### config.mk
export PLATFORM = sky130hd
export DESIGN_NAME = aes_batch_scheduler
export DESIGN_NICKNAME = d
export VERILOG_FILES = /design/src/rtl/aes_batch_scheduler.sv
export SDC_FILE = /design/constraint.sdc
export NUM_CORES = 2
export LEC_CHECK = 0
export ABC_CLOCK_PERIOD_IN_PS = 29900
export CAP_MARGIN = 20
export CORE_AREA = 3 3 748 750
export CTS_CLUSTER_SIZE = 30
export DETAILED_ROUTE_END_ITERATION = 7
export DIE_AREA = 0 0 751 753
export DONT_BUFFER_PORTS = 1
export HOLD_SLACK_MARGIN = 0.06
export SYNTH_ARGS = -nofsm -noshare
export SYNTH_HDL_FRONTEND = slang
export SYNTH_SLANG_ARGS = --single-unit
### constraint.sdc
create_clock -name clk -period 29.9 [get_ports clk]
set_clock_uncertainty 0.15 [all_clocks]
set_input_delay 5.98 -clock clk [delete_from_list [all_inputs] [get_ports clk]]
set_output_delay 5.98 -clock clk [all_outputs]
set_load 0.02 [all_outputs]
### src/rtl/aes_batch_scheduler.sv
// Packs plaintext/key blocks into the N lanes of the AES engine,
// launches it, then streams the captured ciphertexts out in order.
module aes_batch_scheduler #(
  parameter int N = 4
) (
  input  logic             clk,
  input  logic             rst,
  input  logic             in_valid,
  output logic             in_ready,
  input  logic [127:0]     in_text,
  input  logic [127:0]     in_key,
  input  logic             in_last,
  output logic             aes_start,
  output logic [128*N-1:0] aes_plain_text,
  output logic [128*N-1:0] aes_cipher_key,
  input  logic             aes_done,
  input  logic [128*N-1:0] aes_cipher_text,
  output logic             out_valid,
  input  logic             out_ready,
  output logic [127:0]     out_data,
  output logic             out_last,
  output logic             busy
);

  localparam int CW = $clog2(N + 1);

  localparam logic [1:0] FILL   = 2'd0;
  localparam logic [1:0] LAUNCH = 2'd1;
  localparam logic [1:0] WAIT   = 2'd2;
  localparam logic [1:0] DRAIN  = 2'd3;

  localparam logic [CW-1:0] LANE_TOP = CW'(N - 1);

  logic [1:0]    state;
  logic [CW-1:0] cnt;
  logic [CW-1:0] idx;
  logic [CW-1:0] last_idx;

  logic [127:0] txt_q [N];
  logic [127:0] key_q [N];
  logic [127:0] res_q [N];

  logic in_hs;
  logic out_hs;
  logic fill_end;
  logic drain_end;

  assign in_hs     = in_valid && (state == FILL);
  assign out_hs    = out_ready && (state == DRAIN);
  assign last_idx  = cnt - CW'(1);
  assign fill_end  = in_last || (cnt == LANE_TOP);
  assign drain_end = (idx == last_idx);

  always_ff @(posedge clk) begin
    if (rst) begin
      state <= FILL;
      cnt   <= '0;
      idx   <= '0;
    end else begin
      unique case (state)
        FILL: begin
          if (in_hs) begin
            cnt <= cnt + CW'(1);
            if (fill_end) state <= LAUNCH;
          end
        end
        LAUNCH: begin
          state <= WAIT;
        end
        WAIT: begin
          if (aes_done) begin
            state <= DRAIN;
            idx   <= '0;
          end
        end
        DRAIN: begin
          if (out_hs) begin
            if (drain_end) begin
              state <= FILL;
              cnt   <= '0;
              idx   <= '0;
            end else begin
              idx <= idx + CW'(1);
            end
          end
        end
        default: state <= FILL;
      endcase
    end
  end

  // An early in_last zeroes every lane above the one just written,
  // so no stale data from an older batch reaches the engine.
  always_ff @(posedge clk) begin
    if (rst) begin
      for (int i = 0; i < N; i++) begin
        txt_q[i] <= '0;
        key_q[i] <= '0;
      end
    end else if (in_hs) begin
      for (int i = 0; i < N; i++) begin
        if (CW'(i) == cnt) begin
          txt_q[i] <= in_text;
          key_q[i] <= in_key;
        end else if (in_last && (CW'(i) > cnt)) begin
          txt_q[i] <= '0;
          key_q[i] <= '0;
        end
      end
    end
  end

  always_ff @(posedge clk) begin
    if (rst) begin
      for (int i = 0; i < N; i++) res_q[i] <= '0;
    end else if ((state == WAIT) && aes_done) begin
      for (int i = 0; i < N; i++) begin
        res_q[i] <= aes_cipher_text[128*i +: 128];
      end
    end
  end

  for (genvar g = 0; g < N; g++) begin : g_bus
    assign aes_plain_text[128*g +: 128] = txt_q[g];
    assign aes_cipher_key[128*g +: 128] = key_q[g];
  end

  always_comb begin
    out_data = '0;
    for (int i = 0; i < N; i++) begin
      if ((state == DRAIN) && (idx == CW'(i))) out_data = res_q[i];
    end
  end

  assign in_ready  = (state == FILL);
  assign aes_start = (state == LAUNCH);
  assign out_valid = (state == DRAIN);
  assign out_last  = out_valid && drain_end;
  assign busy      = (state != FILL);

endmodule

# ---- Word-level counts from Yosys, hierarchy flattened
# Memory sizes are Yosys's and may differ from the RTL's.
# Cells that the tools add are included.
dict set report totals {
  n_memories 3
  mem_bits_rw 1536
  input_bits 774
  regBits 8
}
# memory depth word_bits read_ports rd_ports_with_merged_regs write_ports line_no
set mem_list {}
lappend mem_list {key_q 4 128 4 0 4 40} ;# logic [127:0] key_q [N];
lappend mem_list {res_q 4 128 4 0 4 41} ;# logic [127:0] res_q [N];
lappend mem_list {txt_q 4 128 4 0 4 39} ;# logic [127:0] txt_q [N];
dict set report classes {
  n_reduce_logical 22
  eq_ne 16
  bitwise 20
  n_lt_le_gt_ge 4
  addsub 3
  muxes 79
}
# op count
set ops {}
lappend ops {{128-bit 2-to-1 mux} 24}
lappend ops {{1-bit 2-to-1 mux} 41}
lappend ops {{1-bit bitwise OR} 20}
lappend ops {{3-bit 2-to-1 mux} 6}
lappend ops {{1-bit logical AND} 12}
lappend ops {{3-bit one-hot mux with 2 select lines} 2}
lappend ops {{2-bit 2-to-1 mux} 5}
lappend ops {{3-bit by 2-bit equality test with 1-bit output, second input constant} 3}
lappend ops {{2-bit by 1-bit != test with 1-bit output, second input constant} 4}
lappend ops {{2-bit one-hot mux with 4 select lines} 1}
lappend ops {{3-bit by 1-bit adder with 3-bit output, second input constant} 2}
lappend ops {{2-bit by 3-bit equality test with 1-bit output, first input constant} 2}
lappend ops {{1-bit by 3-bit > comparator with 1-bit output, first input constant} 2}
lappend ops {{2-bit by 3-bit > comparator with 1-bit output, first input constant} 2}
lappend ops {{3-bit logical NOT} 2}
lappend ops {{2-bit nonzero test} 3}
lappend ops {{5-bit AND reduction} 1}
lappend ops {{2-bit equality test, second input constant} 2}
lappend ops {{4-bit AND reduction} 1}
lappend ops {{1-bit by 3-bit equality test with 1-bit output, first input constant} 1}
lappend ops {{3-bit by 1-bit equality test with 1-bit output, second input constant} 1}
lappend ops {{3-bit equality test} 1}
lappend ops {{3-bit AND reduction} 1}
lappend ops {{3-bit by 1-bit subtractor with 3-bit output, second input constant} 1}
lappend ops {{other kinds (4)} 4}

# ---- Longest topological paths before layout
dict set report depth {
  ltp_word 8
  depth_mapped 8
  depth_no_buf 6
}

# ---- Least setup slack after synthesis
# Ideal clock, no wire load.
dict set report synth_timing {
  kind {input to register}
  from {in rst}
  to {mem res_q[0][0] (enable)}
  required_ps 28779
  arrival_ps 18745
  n_path_buf 2
  setup_slack_ps 10034
  stages 3
  cell_sequence {clkbuf_1 > clkbuf_1 > nand2b_1}
}
# item line_no
set synth_rtl {}
lappend synth_rtl {{start, declared} 7} ;# input logic rst,
lappend synth_rtl {{end, declared} 41}

# ---- Final worst setup path
dict set report layout_timing {
  from {reg state[1]}
  to {out out_data[4]}
}
dict set report layout_via {
  elab_chain_len 6
  word_cells_on_any_way 9
  cone_classes {eq/ne: 1; mux: 4; reduce/logical: 4}
}
# item line_no
set layout_lines {}
lappend layout_lines {{start, declared} 34} ;# logic [1:0] state;
lappend layout_lines {{start signal, assigned} 56} ;# state <= FILL;
lappend layout_lines {{start signal, assigned} 64} ;# if (fill_end) state <= LAUNCH;
lappend layout_lines {{start signal, assigned} 68} ;# state <= WAIT;
lappend layout_lines {{2-bit equality test (*)} --}
lappend layout_lines {{net out_valid} 18} ;# output logic out_valid,
lappend layout_lines {{1-bit logical AND} 131} ;# if ((state == DRAIN) && (idx == CW'(i))) out_data = res_q[i];
lappend layout_lines {{128-bit 2-to-1 mux (3 in a row)} 131}
lappend layout_lines {{128-bit 2-to-1 mux (*)} 131}
lappend layout_lines {{end, declared} 20} ;# output logic [127:0] out_data,
# The timed path passes the listed nets; every way through them passes the cells marked *.

==> summary.txt <==
Status
  • Status: completed

STA
  • Period utilization: 39.0%
  • Unrepaired setup endpoints after global routing: false
  • Relative slew slack: 5.86%
  • Final setup vio count: 0
  • Tmin final: 11.67 ns
  • Hold Violations, Final: 0
  • Max Freq: 0.0857 GHz
  • Setup ws final: 18.23 ns
  • Pins Over Slew Limit: 0
  • Worst slew pin tran: 1.41 ns
  • Fin Setup TNS: 0 ns

Drt
  • WL/cell: 34.4 um
  • Drt pass-1 iters: 6
  • # DRC: 0
  • Routed Wire Length: 407 mm
  • Via density: 3.45
  • Iter 0 DRT Violations: 6286
  • Routed Antenna Nets: 0
  • Vias: 40700

Worst setup path
  • Kind of end point of the critical path: primary output
  • Critical path type: reg2out
  • Critical path launch point type: flip-flop
  • Worst Path Max Fanout: 67
  • CP required: 23.77 ns
  • Critical path arrival: 5.54 ns

Layout
  • Post-route cell area: 77700 um2
  • Layout cells sized above 1: 12.4%
  • Final core occ: 14.1%
  • Total Nets Final: 4798
  • Area Growth Syn to Fin: 27.3%

Clock tree
  • CTS tree: done
  • CTS hold repair buffers: 0
  • H-tree level count: 4
  • Clk buf depth: 4
  • Setup bufs post-CTS: 0
  • Clk_lat worst skew: 0.90 ns
  • Sink Count: 1544
  • Clk pin slew, worst setup/hold paths: 0.06 ns
  • Post-CTS Resized: 0
  • CTS buffer count: 182
  • Root Buffer: clkbuf_16

Global route
  • Largest net degree at the start of global routing: 255
  • GRT Overall Usage: 13.6%
  • Initial antenna violation count: 455
  • First-pass GRT wire length: 486 mm
  • Vias in the first global route: 36000
  • Total congestion overflow: 0

Yosys
  • Yosys Warn Count: 0
  • Post-synth top area share: 75.6%
  • Proportion of synthesized area in mux cells: 0.0328%
  • Synth Flop Type: edfxtp_1
  • Mapped Cells: 4021
  • Post-synthesis simple-gate area fraction: 17.7%
  • Mapped cell area: 61000 um2
  • Largest family of logic cells by synthesized area: simple AND/OR/NAND/NOR gates
  • Area leader, netlist: edfxtp_1
  • Post-synthesis adder-cell area fraction: 0.307%
  • Mapped Nets: 4810
  • Number of synthesized flops with an enable pin: 1536
  • XOR/XNOR Fraction of Synth Area: 0.0676%
  • Register area share after synthesis: 75.8%
  • Post-synthesis compound-gate area fraction: 3.66%
  • FF+latch count, synth: 1544
  • Top cells by area, synth: edfxtp_1 (76%), and2_1 (7.9%), and3_1 (7.9%), a221oi_1 (1.8%), o31ai_1 (1.6%)
  • Async S/R FF share, synth: 0%
  • Avg Synthesized Cell Area: 15.2 um2
  • Synth unique cells: 38

Placed design
  • DP HPWL: 329 mm
  • Routability Congestion: 0.935
  • PortBufs: 0
  • Placed cell area: 70800 um2
  • Pre-CTS setup slack: 19.19 ns

Pwr
  • Peak VDD IR: 0.103 mV
  • Pwr dens: 85.5 nW/um2
  • Static Leak: 0.0282 uW
  • Total power draw: 6640 uW

Run
  • # Max-Cap Violations: 0

Die
  • Std cell rows: 273
  • Die W: 751 um
  • IO Pins: 1931
  • Die H: 753 um
  • Starting density of the core: 11.0%
  • Total Die Area: 566000 um2
  • Core Area: 553000 um2

Worst hold path
  • Class of the worst hold path: reg2reg
## layer usage
metal	global-route usage [%]	wire, um
met1	15.4	150000
met2	21.7	183000
met3	6.78	51100
met4	5.83	22000
met5	0	687
## state kept, by name, summed over array words and instances, names as in the netlist
register  flops
cnt           3
idx           3
key_q       512
res_q       512
state         2
txt_q       512
## synthesized netlist by cell type, drive strengths merged, types with 2 or more instances
cell and count:
ha 15, nand2 135, a21oi 8, mux2i 2
nor3 4, and3 768, or3 3, o21bai 6
nor2b 3, o21ai 2, xnor2 2, clkbuf 280
edfxtp 1536, and2 772, inv 9, o31ai 129
nor4b 2, nor2 132, dfxtp 8, buf 62
a221oi 128, nand2b 5
## cell usage in the layout (no fill, tap or decap), types with 11 or more instances in the layout
master,n
bufinv_16,17
ha_1,12
and3_1,768
clkinv_1,34
o31ai_1,46
a221oi_1,127
diode_2,376
and2_1,769
clkinvlp_4,11
edfxtp_1,1536
o31ai_4,43
nor2_1,130
clkinv_2,26
clkbuf_1,29
o31ai_2,40
nand2_1,134
clkbuf_16,182
buf_4,134
## layout make-up
class                           instances  area [um2]
Antenna cell                          376         941
Tap cell                             7287        9120
Inverter                                9        33.8
Clock buffer                          211        4660
Multi-Input combinational cell       2126       14200
Clock inverter                        119        1300
Timing Repair Buffer                  146        1200
Sequential cell                      1544       46300
Fill cell                           61100      475000
## metrics by stage
stage,hold WS [ns],cells
3_5_place_dp,0.351,11100
3_3_place_gp,0.335,11100
5_1_grt,0.404,11600
6_report,0.355,11800
2_1_floorplan,0.313,4021
4_1_cts,0.364,11400
## worst max-delay path, stage by stage (launching register included)
cell,delay [ns]
dfxtp_1,0.39
ha_1,0.60
and2_4,0.72
buf_4,0.65
buf_4,0.68
buf_4,0.85
nand2_1,0.13
o31ai_1,0.17
buf_4,0.24
## cell families after synthesis
family,count (synthesis)
fa+ha+maj,15
compound gates,278
flops,1544
mux,2
buf+inv,351
simple gates,1828
xor+xnor,3
## power breakdown
group	internal, uW	switching [uW]
Clock	1280	1010
Sequential	2900	679
Combinational	137	633
Total	4320	2320
## path summary, 6_finish.rpt
kind                         start                    endpoint  slack [ns]  cells after the start
max reg2reg  state[1]$_SDFFE_PP0P_  key_q[0][45]$_SDFFCE_PP0P_       24.50                      9
min            idx[2]$_SDFFE_PP0P_         idx[2]$_SDFFE_PP0P_        0.36                      2
max          state[1]$_SDFFE_PP0P_                 out_data[4]       18.23                      8
min reg2reg    idx[2]$_SDFFE_PP0P_         idx[2]$_SDFFE_PP0P_        0.36                      2
Power figures use the tool's default switching activity.
